## src/rtl/overture_loader_if.sv

```systemverilog
// rtl/overture_loader_if.sv - stream-in and program-memory write bus for overture_loader
//
// Signals:
//   in_valid, in_data[7:0]  byte stream offered to the loader
//   in_ready                loader can take a byte this cycle
//   rom_we, rom_addr[7:0],
//   rom_wdata[7:0]          program-memory write port driven by the loader
// Modports:
//   slave   the loader's view (consumes the stream, drives the write port)
//   master  the environment's view (drives the stream, observes the write port)
interface overture_loader_if;
    logic       in_valid;
    logic [7:0] in_data;
    logic       in_ready;
    logic       rom_we;
    logic [7:0] rom_addr;
    logic [7:0] rom_wdata;

    modport slave (
        input  in_valid,
        input  in_data,
        output in_ready,
        output rom_we,
        output rom_addr,
        output rom_wdata
    );

    modport master (
        output in_valid,
        output in_data,
        input  in_ready,
        input  rom_we,
        input  rom_addr,
        input  rom_wdata
    );
endinterface

```

## src/rtl/overture_loader.sv

```systemverilog
// rtl/overture_loader.sv - framed program loader and boot controller for overture_cpu
//
// Accepts a frame {L, N payload bytes, C} (N = L, or 256 when L = 0), writes the
// payload to program memory from address 0, checks that the 8-bit sum of payload
// plus C is zero, then holds cpu_reset for BOOT_CYCLES cycles and raises cpu_run.
//
// Ports:
//   clk, reset        clock and synchronous active-high reset
//   abort             synchronous return to IDLE from any state
//   bus (slave)       in_valid/in_data/in_ready stream, rom_we/rom_addr/rom_wdata
//   cpu_reset         CPU reset, high only in BOOT
//   cpu_run           CPU run, high only in RUN
//   busy              high in LOAD, CHECK and BOOT
//   done              high in RUN
//   error             high in ERROR (memory contents invalid)
//   loaded_len[8:0]   payload length of the last accepted header
module overture_loader #(
    parameter int unsigned BOOT_CYCLES = 1
) (
    input  logic                clk,
    input  logic                reset,
    input  logic                abort,
    overture_loader_if.slave    bus,
    output logic                cpu_reset,
    output logic                cpu_run,
    output logic                busy,
    output logic                done,
    output logic                error,
    output logic [8:0]          loaded_len
);

    typedef enum logic [2:0] {
        S_IDLE,
        S_LOAD,
        S_CHECK,
        S_BOOT,
        S_RUN,
        S_ERROR
    } state_t;

    state_t     state, state_n;

    logic [8:0] remain, remain_n;
    logic [7:0] addr_cnt, addr_n;
    logic [7:0] sum, sum_n;
    logic [3:0] boot_cnt, boot_n;
    logic [8:0] len_n;

    logic       in_ready_q, ready_n;
    logic       rom_we_q, we_n;
    logic [7:0] rom_addr_q, waddr_n;
    logic [7:0] rom_wdata_q, wdata_n;
    logic       cpu_reset_n, cpu_run_n, busy_n, done_n, error_n;

    logic       accept;
    logic [7:0] sum_check;

    // The handshake is qualified by the registered in_ready, so a byte is
    // only taken in a state that advertised readiness; abort outranks it.
    assign accept    = bus.in_valid && in_ready_q && !abort;
    assign sum_check = sum + bus.in_data;

    always_comb begin
        state_n = state;
        remain_n = remain;
        addr_n = addr_cnt;
        sum_n = sum;
        boot_n = boot_cnt;
        len_n = loaded_len;
        we_n = 1'b0;
        waddr_n = rom_addr_q;
        wdata_n = rom_wdata_q;

        if (abort) begin
            state_n = S_IDLE;
        end else begin
            case (state)
                S_IDLE: begin
                    if (accept) begin
                        len_n = (bus.in_data == 8'd0) ? 9'd256 : {1'b0, bus.in_data};
                        remain_n = len_n;
                        addr_n = 8'd0;
                        sum_n = 8'd0;
                        state_n = S_LOAD;
                    end
                end
                S_LOAD: begin
                    if (accept) begin
                        we_n = 1'b1;
                        waddr_n = addr_cnt;
                        wdata_n = bus.in_data;
                        sum_n = sum_check;
                        remain_n = remain - 9'd1;
                        // Hold the address on the last byte so a 256-byte
                        // frame finishes at 0xFF instead of wrapping.
                        if (remain == 9'd1) begin
                            state_n = S_CHECK;
                        end else begin
                            addr_n = addr_cnt + 8'd1;
                        end
                    end
                end
                S_CHECK: begin
                    if (accept) begin
                        boot_n = 4'(BOOT_CYCLES - 1);
                        state_n = (sum_check == 8'd0) ? S_BOOT : S_ERROR;
                    end
                end
                S_BOOT: begin
                    if (boot_cnt == 4'd0) begin
                        state_n = S_RUN;
                    end else begin
                        boot_n = boot_cnt - 4'd1;
                    end
                end
                S_RUN:   state_n = S_RUN;
                S_ERROR: state_n = S_ERROR;
                default: state_n = S_IDLE;
            endcase
        end

        // Status outputs are registered from the next state so they line up
        // with the state register.
        ready_n = (state_n == S_IDLE) || (state_n == S_LOAD) || (state_n == S_CHECK);
        cpu_reset_n = (state_n == S_BOOT);
        cpu_run_n = (state_n == S_RUN);
        busy_n = (state_n == S_LOAD) || (state_n == S_CHECK) || (state_n == S_BOOT);
        done_n = (state_n == S_RUN);
        error_n = (state_n == S_ERROR);
    end

    always_ff @(posedge clk) begin
        if (reset) begin
            state <= S_IDLE;
            remain <= 9'd0;
            addr_cnt <= 8'd0;
            sum <= 8'd0;
            boot_cnt <= 4'd0;
            loaded_len <= 9'd0;
            in_ready_q <= 1'b0;
            rom_we_q <= 1'b0;
            rom_addr_q <= 8'd0;
            rom_wdata_q <= 8'd0;
            cpu_reset <= 1'b0;
            cpu_run <= 1'b0;
            busy <= 1'b0;
            done <= 1'b0;
            error <= 1'b0;
        end else begin
            state <= state_n;
            remain <= remain_n;
            addr_cnt <= addr_n;
            sum <= sum_n;
            boot_cnt <= boot_n;
            loaded_len <= len_n;
            in_ready_q <= ready_n;
            rom_we_q <= we_n;
            rom_addr_q <= waddr_n;
            rom_wdata_q <= wdata_n;
            cpu_reset <= cpu_reset_n;
            cpu_run <= cpu_run_n;
            busy <= busy_n;
            done <= done_n;
            error <= error_n;
        end
    end

    assign bus.in_ready  = in_ready_q;
    assign bus.rom_we    = rom_we_q;
    assign bus.rom_addr  = rom_addr_q;
    assign bus.rom_wdata = rom_wdata_q;

endmodule

```

## src/flat_wrapper.sv

```systemverilog
// flat-port wrapper written by rule: the top's interface ports become plain ports
module overture_loader_flat 
#(
    parameter int unsigned BOOT_CYCLES = 1
)
  (clk, reset, abort, cpu_reset, cpu_run, busy, done, error, loaded_len, bus_in_valid, bus_in_data, bus_in_ready, bus_rom_we, bus_rom_addr, bus_rom_wdata);
  overture_loader_if bus_i ();
  input  logic clk;
  input  logic reset;
  input  logic abort;
  output logic cpu_reset;
  output logic cpu_run;
  output logic busy;
  output logic done;
  output logic error;
  output logic [8:0] loaded_len;
  input wire logic [$bits(bus_i.in_valid)-1:0] bus_in_valid;
  input wire logic [$bits(bus_i.in_data)-1:0] bus_in_data;
  output wire logic [$bits(bus_i.in_ready)-1:0] bus_in_ready;
  output wire logic [$bits(bus_i.rom_we)-1:0] bus_rom_we;
  output wire logic [$bits(bus_i.rom_addr)-1:0] bus_rom_addr;
  output wire logic [$bits(bus_i.rom_wdata)-1:0] bus_rom_wdata;
  assign bus_i.in_valid = bus_in_valid;
  assign bus_i.in_data = bus_in_data;
  assign bus_in_ready = bus_i.in_ready;
  assign bus_rom_we = bus_i.rom_we;
  assign bus_rom_addr = bus_i.rom_addr;
  assign bus_rom_wdata = bus_i.rom_wdata;
  overture_loader #(.BOOT_CYCLES(BOOT_CYCLES)) u_core (.clk(clk), .reset(reset), .abort(abort), .bus(bus_i), .cpu_reset(cpu_reset), .cpu_run(cpu_run), .busy(busy), .done(done), .error(error), .loaded_len(loaded_len));
endmodule
```

## config.mk

```make
export PLATFORM = sky130hd
export DESIGN_NAME = overture_loader_flat
export DESIGN_NICKNAME = d
export VERILOG_FILES = /design/src/rtl/overture_loader_if.sv /design/src/rtl/overture_loader.sv /design/src/flat_wrapper.sv
export SDC_FILE = /design/constraint.sdc
export NUM_CORES = 1
export LEC_CHECK = 0
export BUFFER_PORTS_ARGS = -buffer_cell sky130_fd_sc_hd__buf_2
export CORE_MARGIN = 2
export CORE_UTILIZATION = 56
export CTS_BUF_LIST = sky130_fd_sc_hd__clkbuf_4 sky130_fd_sc_hd__clkbuf_8 sky130_fd_sc_hd__clkbuf_16
export CTS_CLUSTER_DIAMETER = 40
export CTS_CLUSTER_SIZE = 8
export DETAILED_ROUTE_END_ITERATION = 6
export GPL_ROUTABILITY_DRIVEN = 1
export PLACE_DENSITY = 0.85
export SYNTH_ARGS = -nofsm -noshare
export SYNTH_HDL_FRONTEND = slang
export SYNTH_SLANG_ARGS = --single-unit
```

## constraint.sdc

```tcl
create_clock -name clk -period 3.8 [get_ports clk]
set_clock_uncertainty 0.1 [all_clocks]
set_input_delay 0.76 -clock clk [delete_from_list [all_inputs] [get_ports clk]]
set_output_delay 0.76 -clock clk [all_outputs]
set_load 0.03 [all_outputs]
```

# Word-level counts from Yosys, hierarchy flattened

Index checks and enable logic that the tools add are counted.

$add $sub $neg: 4
$mul: 0
Div/mod/pow operators: 0
$lt $le $gt $ge: 0
Equality and inequality tests: 16
Shift-type cells: 0
Muxes and demuxes: 22
Bitwise logic cells: 2
Reductions and logical operators: 20

Operators by type and width:

| kind                | count |
|---|---|
| $mux 8              | 4 |
| $pmux 8 s2          | 2 |
| $mux 9              | 3 |
| $mux 3              | 7 |
| $pmux 3 s6          | 1 |
| $pmux 9 s2          | 1 |
| $logic_not 8->1     | 2 |
| $eq 3x2->1 const B  | 4 |
| $eq 3x3->1 const B  | 4 |
| $eq 9x1->1 const B  | 1 |
| $sub 9x1->9 const B | 1 |
| $add 8x1->8 const B | 1 |
| $add 8x8->8         | 1 |
| $mux 4              | 2 |
| $pmux 4 s2          | 1 |
| $reduce_and 4->1    | 2 |
| $eq 3x1->1 const B  | 2 |
| $logic_not 3->1     | 2 |
| $ne 2x1->1 const B  | 3 |
| $reduce_and 3->1    | 2 |
| $reduce_and 5->1    | 1 |
| $logic_not 4->1     | 1 |
| $logic_or 1x1->1    | 4 |
| $ne 2x2->1 const B  | 2 |
| other kinds (7)     | 10 |

Flip-flop bits (word level): 63
Latch bits: 0
Memory bits (writable): 0
ROM bits: 0
Output and inout port bits: 32
Word-level logic and storage cells: 78
Memories kept: 0

# Logic depth before layout (Yosys ltp)

Word-level depth: 9
Depth in mapped cells: 9

# Worst setup path before layout

No wires, ideal clock.

Kind: input-to-reg
Start: input port bus_in_data[0]
End: register u_core.error
Library setup time: 0.116 ns
Data arrival time: 2.940 ns
Setup slack: 0.644 ns
Stages: 7
Cell sequence: ha_1 -> fa_1 -> xor2_1 -> or3_1 -> or4_1 -> or3_4 -> a41o_1

Longest elaborated chain between the ends: 7

Ends and longest elaborated chain:

| what                   | line                   | RTL |
|---|---|---|
| start: declaration     | flat_wrapper.sv:18     | `input wire logic [$bits(bus_i.in_data)-1:0] bus_in_data;` |
| $add 8x8->8            | overture_loader.sv:61  | `assign sum_check = sum + bus.in_data;` |
| $logic_not 8->1        | overture_loader.sv:106 | `state_n = (sum_check == 8'd0) ? S_BOOT : S_ERROR;` |
| $mux 3                 | overture_loader.sv:106 |  |
| $mux 3                 | overture_loader.sv:104 | `if (accept) begin` |
| $pmux 3 s6             | overture_loader.sv:77  | `case (state)` |
| $mux 3                 | overture_loader.sv:74  | `if (abort) begin` |
| $eq 3x3->1             | overture_loader.sv:129 | `error_n = (state_n == S_ERROR);` |
| end signal: assignment | overture_loader.sv:164 | `error <= error_n;` |
| end: declaration       | overture_loader.sv:28  | `output logic error,` |

Every way passes these cells.
A chain may end at the register's enable or synchronous reset.

# Final worst setup path

Start: input port bus_in_data[0]
End: register u_core.state[2]

Longest elaborated chain between the ends: 6

Ends and longest elaborated chain:

| what                   | line                   | RTL |
|---|---|---|
| $add 8x8->8            | overture_loader.sv:61  |  |
| $logic_not 8->1        | overture_loader.sv:106 |  |
| $mux 3                 | overture_loader.sv:106 |  |
| $mux 3                 | overture_loader.sv:104 |  |
| $pmux 3 s6             | overture_loader.sv:77  |  |
| $mux 3                 | overture_loader.sv:74  |  |
| end signal: assignment | overture_loader.sv:150 | `state <= state_n;` |
| end: declaration       | overture_loader.sv:41  | `state_t state, state_n;` |

Every way passes these cells.

==> flow_summary.toml <==
[run_status]
run_status = "complete, but fails checks"
violations = "design-rule violations"

[worst_setup_path]
cp-endpoint = "u_core.state[2]"
crit_start = "bus_in_data[0]"
worst-path-stages = 8
critPathMaxFanout = 5
crit_required_ps = 3940
slowest_stage = "or4_1"
rr_startpoint = "u_core.sum[0]"
cpPeakStageDelay_ps = 500
r2r-end = "u_core.state[2]"
crit_type = "in -> reg"
r2r_setup_slack_ps = 950
cp.arrival_ps = 3210
critPathBufInv = 1
path_delay_family = "simple AND/OR/NAND/NOR gates"
crit_chain = "buf_2 > ha_1 > fa_1 > xor2_1 > or3_1 > or4_1 > or3_4 > a41o_1"
r2r_cells = 7
start_kind = "input pin"
cp-end-kind = "flip-flop"

[synthesis]
synth_top_family_by_area = "simple AND/OR/NAND/NOR gates"
synthAdderAreaFrac = 0.05719
synth_edf_count = 0
yosys.area_share.xor_xnor = 0.04121
yosys-top-cells-count = "dfxtp_1, nand2_1, a21oi_1"
ys_async_sr_fraction = 0
syn_area_um2 = 2975
synth_top_flop_cell = "dfxtp_1"
synth_area_leaders = "dfxtp_1, a21oi_1, nand2_1"
synth.most_common_cell = "dfxtp_1"
synth_compound_area_frac = 0.2119
ys_warn_count = 0
synthCells = 367
yosysTopAreaCell = "dfxtp_1"
synth_simple_gate_area_frac = 0.2233
synth.avg_cell_area_um2 = 8.107
ys_seq_area_frac = 0.4239
ys_seq_elements = 63
synth_nets = 392
muxShareOfSynthArea = 0.007149
synthDominantCellAreaShare = 0.4239
ys_types = 48

[timing]
fmax_mhz = 325.5
slew_violations = 0
setup_slack_ps = 727.5
worst_slew_pin_slew_ps = 924.1
maxSlewHeadroom = 0.3782
hold_viol_final = 0
rsz0062_at_grt = "false"
worst_hold_slack_ps = 357.0
setup_violations = 0
fin_crit_ps = 3072
final.period_utilization = 0.8086
fin_tns_setup_ps = 0

[global_routing]
grt_antenna_before_repair = 0
grt_pass1_wl_um = 12250
grt_max_degree = 32
grt_usage = 0.2603
grt-ovfl-total = 0
grt_pass1_vias = 2666

[layout]
final_core_util = 0.6810
stdcell_count = 479
antenna_cells = 0
drive_gt1_frac = 0.1711
fin_nets = 429
design_area_um2 = 3478
area_growth_pct = 16.91

[placement]
portBuffers = 43
dpl.cell_count = 463
place.gp.congestion = 0.9039
post_dp_cell_area_um2 = 3229
dp_slack_ps = 374.0
dpl.hpwl_um = 5013

[die]
row_count = 26
die_h_um = 76.89
ios = 44
die-area_um2 = 5912
core_um2 = 5107
dieWidth_um = 76.89
start_util = 0.5826

[cts]
cts_resized = 0
tritoncts.num_buffers = 9
cts_setup_buffers = 0
cts_hold_buf = 0
cts-htree-levels = 3
clockBufferDepth = 2
cts_tree = "done"
clock_latency_ps = 350
clk_pin_slew_ps = 80
clockRootBuffer = "clkbuf_8"
numClockSinks = 63

[detailed_routing]
wire_per_inst_um = 15.40
vias = 2828
drt-total-wl_um = 7378
viasPerCell = 5.904
firstDrtPassIters = 7
antenna_left = 0
drt_iter0_drc = 245
drc_errors = 12

[pwr]
powerDensity_nw_per_um2 = 437.9
power_mw = 1.523
ir_worst_vdd_mv = 0.2230
leakage_nw = 1.421

[hold_path]
hp-class = "reg -> reg"

[job]
maxCapViolCount = 0
-- layout by cell type, fill, tap and decap left out, drive strengths merged, types with 2 or more instances in the layout --
cell type   n
and3        3
nand3       3
or3         7
inv         9
xnor2       3
dfxtp      63
ha         12
nor2       47
o22ai       3
bufinv      3
o31ai       3
nand4       3
o21ai      19
o221ai      3
a31oi       3
nor4        3
or2         3
nor3        6
clkbuf      9
buf        48
nand3b      4
a22oi       8
nand2      54
xor2       11
a211oi      5
nor2b       4
a41o        2
a21oi      49
nand2b      3
nor3b       2
-- worst min-delay path by stage --
| stage | startpoint | end | slack (ps) | depth (start not counted) |
|---|---|---|---|---|
| floorplan | u_core.addr_cnt[7] | u_core.bus.rom_addr[7] | 340 | 2 |
| global placement | u_core.bus.rom_wdata[2] | u_core.bus.rom_wdata[2] | 340 | 2 |
| detailed placement | u_core.bus.rom_wdata[7] | u_core.bus.rom_wdata[7] | 350 | 2 |
| CTS | u_core.bus.rom_wdata[7] | u_core.bus.rom_wdata[7] | 360 | 2 |
| global route | u_core.bus.rom_wdata[7] | u_core.bus.rom_wdata[7] | 380 | 2 |
| finish | u_core.bus.rom_wdata[7] | u_core.bus.rom_wdata[7] | 360 | 2 |
-- report_power, final --
part | internal (mW) | total [mW] | switching, mW
logic | 0.0365 | 0.110 | 0.0739
clock network | 0.445 | 0.736 | 0.292
registers | 0.668 | 0.676 | 0.00772
total | 1.15 | 1.52 | 0.373
-- cell families after synthesis --
kind of cell / after synthesis
muxes: 2
DFF: 63
and+or+nand+nor: 145
xor gates and xnor gates: 14
buffers and inverters: 27
AOI/OAI and AO/OA: 103
adders and majority gates: 13
-- worst register-to-register path, delay by kind of cell (launching register included) --
kind	cells	cell delay, ps
AO/OA/AOI/OAI	1	250
XOR/XNOR	1	190
adder cells (fa/ha/maj)	2	630
flip-flops	1	330
AND/OR/NAND/NOR	3	1230
-- layer usage --
metal  vias up  global-route usage  wire length (µm)
li1       1364                   -                 -
met1      1300              0.3138              3076
met2       126              0.4351              3558
met3        38             0.06471               493
met4         0              0.1218               249
met5         -                   0                 0
-- layout make-up --
cell class | instances | area [µm²]
Inverter | 5 | 18.77
Sequential cell | 63 | 1261
Clock buffer | 9 | 123.9
Clock inverter | 7 | 125.1
Tap cell | 70 | 87.58
Timing Repair Buffer | 48 | 252.7
Fill cell | 416 | 1629
Multi-Input combinational cell | 277 | 1609
-- sequential cells by signal, indices dropped and copies added (netlist names) --
register,cells
u_core.loaded_len,9
u_core.remain,9
u_core.addr_cnt,8
u_core.bus.rom_addr,8
u_core.bus.rom_wdata,8
u_core.sum,8
u_core.boot_cnt,4
u_core.state,3
u_core.bus.in_ready,1
u_core.bus.rom_we,1
u_core.busy,1
u_core.cpu_reset,1
u_core.cpu_run,1
u_core.error,1
Power figures use the tool's default switching activity.
